`src/rtl/mips_pkg.sv`:
```
// Shared encodings for the multicycle MIPS control path: opcodes, ALU/mux selects and FSM states.
package mips_pkg;

   localparam logic [5:0] OP_RTYPE = 6'd0;
   localparam logic [5:0] OP_J     = 6'd2;
   localparam logic [5:0] OP_BEQ   = 6'd4;
   localparam logic [5:0] OP_ADDI  = 6'd8;
   localparam logic [5:0] OP_LW    = 6'd35;
   localparam logic [5:0] OP_SW    = 6'd43;

   localparam logic [1:0] ALUOP_ADD   = 2'b00;
   localparam logic [1:0] ALUOP_SUB   = 2'b01;
   localparam logic [1:0] ALUOP_FUNCT = 2'b10;

   localparam logic [1:0] SRCB_REG    = 2'b00;
   localparam logic [1:0] SRCB_FOUR   = 2'b01;
   localparam logic [1:0] SRCB_IMM    = 2'b10;
   localparam logic [1:0] SRCB_IMM_SH = 2'b11;

   localparam logic [1:0] PCSRC_ALU    = 2'b00;
   localparam logic [1:0] PCSRC_ALUOUT = 2'b01;
   localparam logic [1:0] PCSRC_JUMP   = 2'b10;

   typedef enum logic [3:0] {
      S_RST, S_FETCH, S_DECODE, S_MEMADR, S_MEMRD, S_MEMWB, S_MEMWR,
      S_EXEC, S_ALUWB, S_BRANCH, S_JUMP, S_ADDIEX, S_ADDIWB, S_ILLEGAL
   } state_t;

endpackage

```
`src/rtl/mc_ctrl_fsm.sv`:
```
// Multicycle MIPS main control FSM; 3-5 cycles per instruction when memory is ready.
// Stalls in FETCH/MEMRD/MEMWR until mem_ready; outputs are a Moore decode except the mem_ready strobes.
module mc_ctrl_fsm
   import mips_pkg::*;
#(
   parameter int unsigned RETIRE_CNT_W = 32
) (
   input  logic                    clk,
   input  logic                    rst_n,
   input  logic [5:0]              opcode,
   input  logic                    mem_ready,
   input  logic                    zero,
   output logic                    pc_write,
   output logic                    pc_write_cond,
   output logic                    i_or_d,
   output logic                    mem_read,
   output logic                    mem_write,
   output logic                    ir_write,
   output logic                    mem_to_reg,
   output logic                    reg_dst,
   output logic                    reg_write,
   output logic                    alu_src_a,
   output logic [1:0]              alu_src_b,
   output logic [1:0]              alu_op,
   output logic [1:0]              pc_src,
   output logic                    illegal_op,
   output logic                    retire,
   output logic [RETIRE_CNT_W-1:0] retire_cnt
);

   state_t state, state_nxt;

   // The branch qualify happens in the datapath; zero is only passed alongside.
   logic unused_zero;
   assign unused_zero = zero;

   always_ff @(posedge clk or negedge rst_n) begin
      if (!rst_n) state <= S_RST;
      else        state <= state_nxt;
   end

   always_comb begin
      state_nxt = state;
      case (state)
         S_RST:    state_nxt = S_FETCH;
         S_FETCH:  if (mem_ready) state_nxt = S_DECODE;
         S_DECODE: begin
            case (opcode)
               OP_RTYPE:     state_nxt = S_EXEC;
               OP_LW, OP_SW: state_nxt = S_MEMADR;
               OP_BEQ:       state_nxt = S_BRANCH;
               OP_J:         state_nxt = S_JUMP;
               OP_ADDI:      state_nxt = S_ADDIEX;
               default:      state_nxt = S_ILLEGAL;
            endcase
         end
         S_MEMADR: state_nxt = (opcode == OP_LW) ? S_MEMRD : S_MEMWR;
         S_MEMRD:  if (mem_ready) state_nxt = S_MEMWB;
         S_MEMWB:  state_nxt = S_FETCH;
         S_MEMWR:  if (mem_ready) state_nxt = S_FETCH;
         S_EXEC:   state_nxt = S_ALUWB;
         S_ALUWB:  state_nxt = S_FETCH;
         S_BRANCH: state_nxt = S_FETCH;
         S_JUMP:   state_nxt = S_FETCH;
         S_ADDIEX: state_nxt = S_ADDIWB;
         S_ADDIWB: state_nxt = S_FETCH;
         S_ILLEGAL: state_nxt = S_FETCH;
         default:  state_nxt = S_FETCH;
      endcase
   end

   always_comb begin
      pc_write      = 1'b0;
      pc_write_cond = 1'b0;
      i_or_d        = 1'b0;
      mem_read      = 1'b0;
      mem_write     = 1'b0;
      ir_write      = 1'b0;
      mem_to_reg    = 1'b0;
      reg_dst       = 1'b0;
      reg_write     = 1'b0;
      alu_src_a     = 1'b0;
      alu_src_b     = SRCB_REG;
      alu_op        = ALUOP_ADD;
      pc_src        = PCSRC_ALU;
      illegal_op    = 1'b0;
      retire        = 1'b0;
      case (state)
         S_FETCH: begin
            // IR and PC load only on the completing beat so a stalled fetch updates them once.
            mem_read  = 1'b1;
            alu_src_b = SRCB_FOUR;
            ir_write  = mem_ready;
            pc_write  = mem_ready;
         end
         S_DECODE: alu_src_b = SRCB_IMM_SH;
         S_MEMADR: begin
            alu_src_a = 1'b1;
            alu_src_b = SRCB_IMM;
         end
         S_MEMRD: begin
            mem_read = 1'b1;
            i_or_d   = 1'b1;
         end
         S_MEMWB: begin
            reg_write  = 1'b1;
            mem_to_reg = 1'b1;
            retire     = 1'b1;
         end
         S_MEMWR: begin
            mem_write = 1'b1;
            i_or_d    = 1'b1;
            retire    = mem_ready;
         end
         S_EXEC: begin
            alu_src_a = 1'b1;
            alu_op    = ALUOP_FUNCT;
         end
         S_ALUWB: begin
            reg_write = 1'b1;
            reg_dst   = 1'b1;
            retire    = 1'b1;
         end
         S_BRANCH: begin
            alu_src_a     = 1'b1;
            alu_op        = ALUOP_SUB;
            pc_write_cond = 1'b1;
            pc_src        = PCSRC_ALUOUT;
            retire        = 1'b1;
         end
         S_JUMP: begin
            pc_write = 1'b1;
            pc_src   = PCSRC_JUMP;
            retire   = 1'b1;
         end
         S_ADDIEX: begin
            alu_src_a = 1'b1;
            alu_src_b = SRCB_IMM;
         end
         S_ADDIWB: begin
            reg_write = 1'b1;
            retire    = 1'b1;
         end
         S_ILLEGAL: illegal_op = 1'b1;
         default: ;
      endcase
   end

   always_ff @(posedge clk or negedge rst_n) begin
      if (!rst_n)      retire_cnt <= '0;
      else if (retire) retire_cnt <= retire_cnt + RETIRE_CNT_W'(1);
   end

endmodule

```
`config.mk`:
```
export PLATFORM = sky130hd
export DESIGN_NAME = mc_ctrl_fsm
export DESIGN_NICKNAME = d
export VERILOG_FILES = /design/src/rtl/mips_pkg.sv /design/src/rtl/mc_ctrl_fsm.sv
export SDC_FILE = /design/constraint.sdc
export NUM_CORES = 1
export LEC_CHECK = 0
export CAP_MARGIN = 20
export CORE_MARGIN = 1
export CORE_UTILIZATION = 47
export DETAILED_ROUTE_END_ITERATION = 12
export PLACE_DENSITY = 0.8
export SLEW_MARGIN = 20
export SYNTH_ARGS = -nofsm -noshare
export SYNTH_HDL_FRONTEND = slang
export SYNTH_SLANG_ARGS = --single-unit
export TNS_END_PERCENT = 1
```
`constraint.sdc`:
```
create_clock -name clk -period 1.82 [get_ports clk]
set_input_delay 0.455 -clock clk [delete_from_list [all_inputs] [get_ports clk]]
set_output_delay 0.455 -clock clk [all_outputs]
set_load 0.01 [all_outputs]
```
==> results of run 1 <==
[cell usage after synthesis, types with 2 or more instances]
cell type  instances
buf_4              2
nand3_1           18
a31oi_1            2
or4_1              3
buf_6              2
a211oi_1           2
nor2_1            21
xor2_1             6
a21oi_1           11
and3_1             5
clkbuf_1           4
inv_1              5
nor3_1             8
xnor2_1           27
nand4_1           10
nand2b_1           3
dfrtp_1           36
o21ai_0            6
nand2_1           18
[cell usage in the layout (no fill, tap or decap), types with 8 or more instances in the layout]
cell             count
nand3_1             16
nor2_1              18
nand2_1             16
clkdlybuf4s50_1     38
nand4_1             10
a21oi_1              8
buf_2               11
buf_4               44
dfrtp_1             32
xnor2_1             27
[how the worst min path moves through the flow]
stage | from | to | slack (ns) | cells after the start
2_1_floorplan | rst_n | retire_cnt[0] | 0.16 | 0
3_3_place_gp | retire_cnt[31] | retire_cnt[31] | 0.46 | 1
3_5_place_dp | retire_cnt[31] | retire_cnt[31] | 0.47 | 1
4_1_cts | retire_cnt[31] | retire_cnt[31] | 0.47 | 1
5_1_grt | retire_cnt[31] | retire_cnt[31] | 0.50 | 1
6_report | retire_cnt[31] | retire_cnt[31] | 0.47 | 1
[power groups by stage]
| stage | Combinational (mW) | Sequential, mW | Clock (mW) |
|---|---|---|---|
| after floorplan | 0.734 | 1.03 | 0 |
| after global routing | 2.04 | 1.05 | 0.546 |
| after CTS | 1.77 | 1.02 | 0.506 |
| after detailed placement | 1.70 | 1.03 | 0 |
| after global placement | 1.66 | 1.03 | 0 |
| final | 1.91 | 1.04 | 0.502 |
[critical path, stage by stage, from the launching register on]
cell	delay (ns)
dfrtp_2	0.46
buf_6	0.13
maj3_2	0.34
nor2b_4	0.16
nor2_2	0.05
inv_1	0.05
buf_2	0.12
[registers in the layout (all words and copies together) (netlist names)]
register,flops
retire_cnt,32
state,4
[layout make-up]
type                       count  area, sq um  share of cell area
clock buffer                   5         68.8              0.0219
tap                           50         62.6              0.0199
multi-input combinational    164         1150               0.365
timing repair buffer         110          941               0.299
sequential                    36          906               0.288
inverter                       5         18.8             0.00597
[what timing repair did]
item	in CTS	in global routing
cloned	0	0
gates resized for setup	72	29
setup endpoints to repair	40	47
pin swaps	7	13
setup buffers	4	2
[metrics by stage]
stage	setup TNS, ns	power [mW]	hold slack (ns)	instances
2_1_floorplan	0	1.77	0.159	214
3_3_place_gp	-11.40	2.69	0.458	359
3_5_place_dp	-12.84	2.73	0.465	359
4_1_cts	-1.31	3.29	0.474	368
5_1_grt	-3.44	3.64	0.498	370
6_report	-1.49	3.45	0.470	370
[metal layers]
| metal | global-route usage | up-vias |
|---|---|---|
| met3 | 0.0676 | 8 |
| met5 | 0 | - |
| met4 | 0.0665 | 0 |
| met2 | 0.426 | 41 |
| li1 | - | 962 |
| met1 | 0.320 | 975 |
[logic make-up (layout without fill, tap and decap cells)]
group | after synthesis | count (layout)
AOI/OAI and AO/OA | 29 | 29
xor gates and xnor gates | 33 | 33
adders and majority gates | 2 | 2
buffers and inverters | 14 | 120
DFF | 36 | 36
muxes | 1 | 1
and+or+nand+nor | 99 | 99
==> flow_summary.yaml, run 1 <==
outcome:
  outcome: "finished, violations left"
  violations: "negative setup slack"
clock_tree:
  clkTransAtPathRegs_ns: 0.07
  cts.sink_count: 36
  clock_latency_ns: 0.29
  cts_buffers: 5
  cts_tree: "done"
  cts_root_buffer: "clkbuf_8"
  cts_buffer_depth: 2
  htreeDepth: 2
  hold_buffers: 0
sta:
  grt_setup_unrepaired: "true"
  fin_crit_sh: 1.12
  final-hold-violation-count: 0
  setup_violations: 28
  clock_skew_ns: 0.0102
  fin_crit_ns: 2.04
  fin_ws_ns: -0.219
  tightest_slew_ns: 0.447
  max_freq_ghz: 0.490
  drv_slew: 0
  maxSlewHeadroom: 0.700
synthesis:
  syn-num-nets: 225
  synthMuxAreaShare: 0.00557
  synth_edf_count: 0
  synth_ff_type: "dfrtp_1"
  synth_compound_area_frac: 0.0885
  synthTopCellsByArea: "dfrtp_1 (45%), xnor2_1 (12%), nand3_1 (4.5%), nor2_1 (3.9%), nand2_1 (3.3%)"
  seq_area_frac_synth: 0.446
  synth_xor_area_frac: 0.143
  synth_top_area_frac: 0.446
  synth-seq-cells: 36
  synth_top_family_by_area: "simple AND/OR/NAND/NOR gates"
  syn_avg_cell_area_sq_um: 9.44
  netlist_instances: 214
  synth_fa_ha_area_frac: 0.0118
  synth_area_sq_um: 2020
  ys_async_sr_fraction: 1.00
  post-synth-top-area-cell: "dfrtp_1"
  synth_cell_types: 44
  synthSimpleGateAreaFrac: 0.267
  ys_warn_count: 0
power:
  cellPowerDensity_nw_per_um2: 1100
  peakVddDrop_mv: 0.754
  power_frac_seq: 0.302
  swShare: 0.371
  power.net_switching_mw: 1.28
  power.leakage_nw: 1.42
  clock_power_share: 0.145
  pwr-share-comb: 0.552
  intPower_mw: 2.17
placement:
  postPlaceCellArea_sq_um: 2960
  post-place-ws_ns: -0.562
  globalplace.congestion: 0.834
  portBuffers: 58
  hpwl_mm: 3.79
die:
  die_h_um: 67.6
  initial_utilization: 0.498
  coreArea_sq_um: 4060
  std_cell_rows: 23
  fp.dieW_um: 67.6
  pin_count: 60
  die_area_sq_um: 4570
drt:
  wl_met1_mm: 2.50
  drt-initial-drc-count: 114
  post_drt_wl_per_cell_um: 15.1
  wl_mm: 5.58
  wl_met2_mm: 2.83
  vias_per_cell: 5.37
  drtAntennaViolNets: 0
  routed-via-count: 1986
  top_layer_used: "met4"
  drc: 0
  first_pass_iters: 4
  met3_length_um: 163
critical_path:
  cp-endpoint: "retire"
  r2r-start: "state[1]"
  rr_endpoint: "retire_cnt[23]"
  cp-end-kind: "primary output"
  regToRegSetupSlack_ns: -0.13
  startpoint: "state[1]"
  crit_required_ns: 1.36
  criticalPathCategory: "reg2out"
  start_kind: "register"
  arrival_ns: 1.58
  crit_fanout: 5
  rr_worst_depth: 8
final_layout:
  nFillCells: 266
  final_area_sq_um: 3140
  layout-drive-gt1-share: 0.338
  antenna_cells: 0
  final_core_util: 0.775
  final_nets: 333
  area_growth_pct: 55.6
global_routing:
  grt.overflow.total: 0
  grt_max_degree: 37
  track_usage: 0.254
  grt_pass1_wl_mm: 8.53
  antenna_found_initial: 0
  grt_pass1_vias: 1851
flow_run:
  drv_cap: 0
hold_path:
  hold_path.class: "reg2reg"
(Power assumes the default switching activity.)
==> run 2, diff against run 1 <==
Settings changed: TNS_END_PERCENT 1 to 10.
==> run 2 against run 1 <==
Against the previous run: first-iteration DRC count shrank 11%; routed wire length is 12% higher; clock skew about the same; the run still ends with negative setup slack left; sequential share of layout area is 1.5 points lower; utilization grew 4.2 points; highest routed layer unchanged.
==> flow_summary.yaml, run 2 (same netlist as run 1, synthesis figures left out) <==
critical_path:
  start_kind: "register"
  crit_fanout: 5
  rr_worst_depth: 8
  regToRegSetupSlack_ns: -0.13
  rr_endpoint: "retire_cnt[31]"
  crit_required_ns: 1.36
  cp-end-kind: "primary output"
  arrival_ns: 1.55
  r2r-start: "state[0]"
  criticalPathCategory: "reg2out"
final_layout:
  layout.cells.non_filler: 377
  final_nets: 340
  layout_common_cells: "buf_4 (45), clkdlybuf4s50_1 (36), dfrtp_1 (31)"
  area_growth_pct: 64.1
  layout-drive-gt1-share: 0.385
  final_common_cell: "buf_4"
  antenna_cells: 0
  max_flop_register: "retire_cnt"
  reg_top3: "retire_cnt: 32 flops, state: 4 flops"
  largest_register_ffs: 32
  final_area_sq_um: 3320
  nFillCells: 227
placement:
  postPlaceCellArea_sq_um: 2960
  hpwl_mm: 3.79
  globalplace.congestion: 0.834
  post-place-ws_ns: -0.562
  portBuffers: 58
  place_inst: 359
flow_run:
  drv_cap: 0
die:
  std_cell_rows: 23
  initial_utilization: 0.498
  fp.dieW_um: 67.6
  die_h_um: 67.6
  die_area_sq_um: 4570
  coreArea_sq_um: 4060
  pin_count: 60
power:
  clock_power_share: 0.131
  power.net_switching_mw: 1.44
  peakVddDrop_mv: 0.794
  intPower_mw: 2.39
  swShare: 0.376
  cellPowerDensity_nw_per_um2: 1150
  pwr-share-comb: 0.597
  power_frac_seq: 0.272
  power.leakage_nw: 1.49
clock_tree:
  cts.sink_count: 36
  cts_buffer_depth: 2
  cts_root_buffer: "clkbuf_8"
  cts_tree: "done"
  hold_buffers: 0
  clock_latency_ns: 0.29
  clkTransAtPathRegs_ns: 0.07
  cts_buffers: 5
  htreeDepth: 2
sta:
  fin_crit_sh: 1.10
  grt_setup_unrepaired: "true"
  clock_skew_ns: 0.0101
  fin_ws_ns: -0.183
  fin_crit_ns: 2.00
  final-hold-violation-count: 0
  max_freq_ghz: 0.499
  setup_violations: 37
  tightest_slew_ns: 0.441
  drv_slew: 0
  maxSlewHeadroom: 0.704
global_routing:
  grt_pass1_wl_mm: 8.71
  antenna_found_initial: 0
  track_usage: 0.258
  grt.overflow.total: 0
  grt_pass1_vias: 1923
  grt_max_degree: 37
drt:
  drtAntennaViolNets: 0
  first_pass_iters: 4
  vias_per_cell: 5.54
  wl_mm: 6.27
  drc: 0
  drt-initial-drc-count: 102
  routed-via-count: 2090
  post_drt_wl_per_cell_um: 16.6
hold_path:
  hold_path.class: "reg2reg"
  holdCritStartpoint: "retire_cnt[31]"
  min_to: "retire_cnt[31]"
  holdPathStages: 1
outcome:
  violations: "negative setup slack"
  outcome: "finished, violations left"
[run 2: cell types whose count changed in the layout (fill, tap and decap cells not counted), sizes merged]
cell | before | now
dlymetal6s2s | 1 | 3
dlygate4sd2 | 3 | 1
clkdlybuf4s50 | 38 | 36
buf | 63 | 72
[run 2: how the worst max path moves through the flow]
stage | startpoint | to | cells after the start
6_report | state[1] | retire | 6
5_1_grt | state[0] | retire_cnt[31] | 8
4_1_cts | state[1] | retire | 6
3_5_place_dp | mem_ready | retire | 6
3_3_place_gp | mem_ready | retire | 6
2_1_floorplan | state[1] | pc_write | 5
[run 2: through the flow]
stage,setup TNS [ns],power [mW],hold WS (ns),utilization
2_1_floorplan,0,1.77,0.159,-
3_3_place_gp,-11.40,2.69,0.458,0.730
3_5_place_dp,-12.84,2.73,0.465,0.730
4_1_cts,-1.87,3.35,0.474,0.768
5_1_grt,-4.64,4.01,0.495,0.817
6_report,-2.30,3.82,0.465,0.817
[run 2: repair_timing]
action,4_1_cts,5_1_grt
cloned,0,1
gates resized for setup,80,52
endpoints found under the hold margin,0,0
setup buffers,5,7
pin swaps,9,14
endpoints found under the setup margin,40,46
[run 2: routing by layer]
layer / global-route usage / routed length [um]
met5: 0 / 0
met4: 0.109 / 125
met3: 0.0726 / 206
met2: 0.420 / 3200
met1: 0.318 / 2740
[run 2: worst max-delay path: stages (launching register included)]
cell and delay [ns]:
dfrtp_2 0.45, buf_6 0.13, maj3_2 0.33, nor2b_4 0.16, nor2_2 0.05, inv_1 0.04
buf_2 0.12
[run 2: power groups by stage]
| stage | combinational, mW | sequential (mW) | clock (mW) |
|---|---|---|---|
| after floorplan | 0.734 | 1.03 | 0 |
| after global placement | 1.66 | 1.03 | 0 |
| after global routing | 2.42 | 1.05 | 0.538 |
| final | 2.28 | 1.04 | 0.500 |
| after detailed placement | 1.70 | 1.03 | 0 |
| after CTS | 1.82 | 1.03 | 0.506 |
[run 2: final cells by class]
cell class	count	area, sq um	area share
multi-input combinational	164	1220	0.368
timing repair buffer	117	1040	0.313
sequential	36	907	0.274
clock buffer	5	68.8	0.0208
tap	50	62.6	0.0189
inverter	5	21.3	0.00642
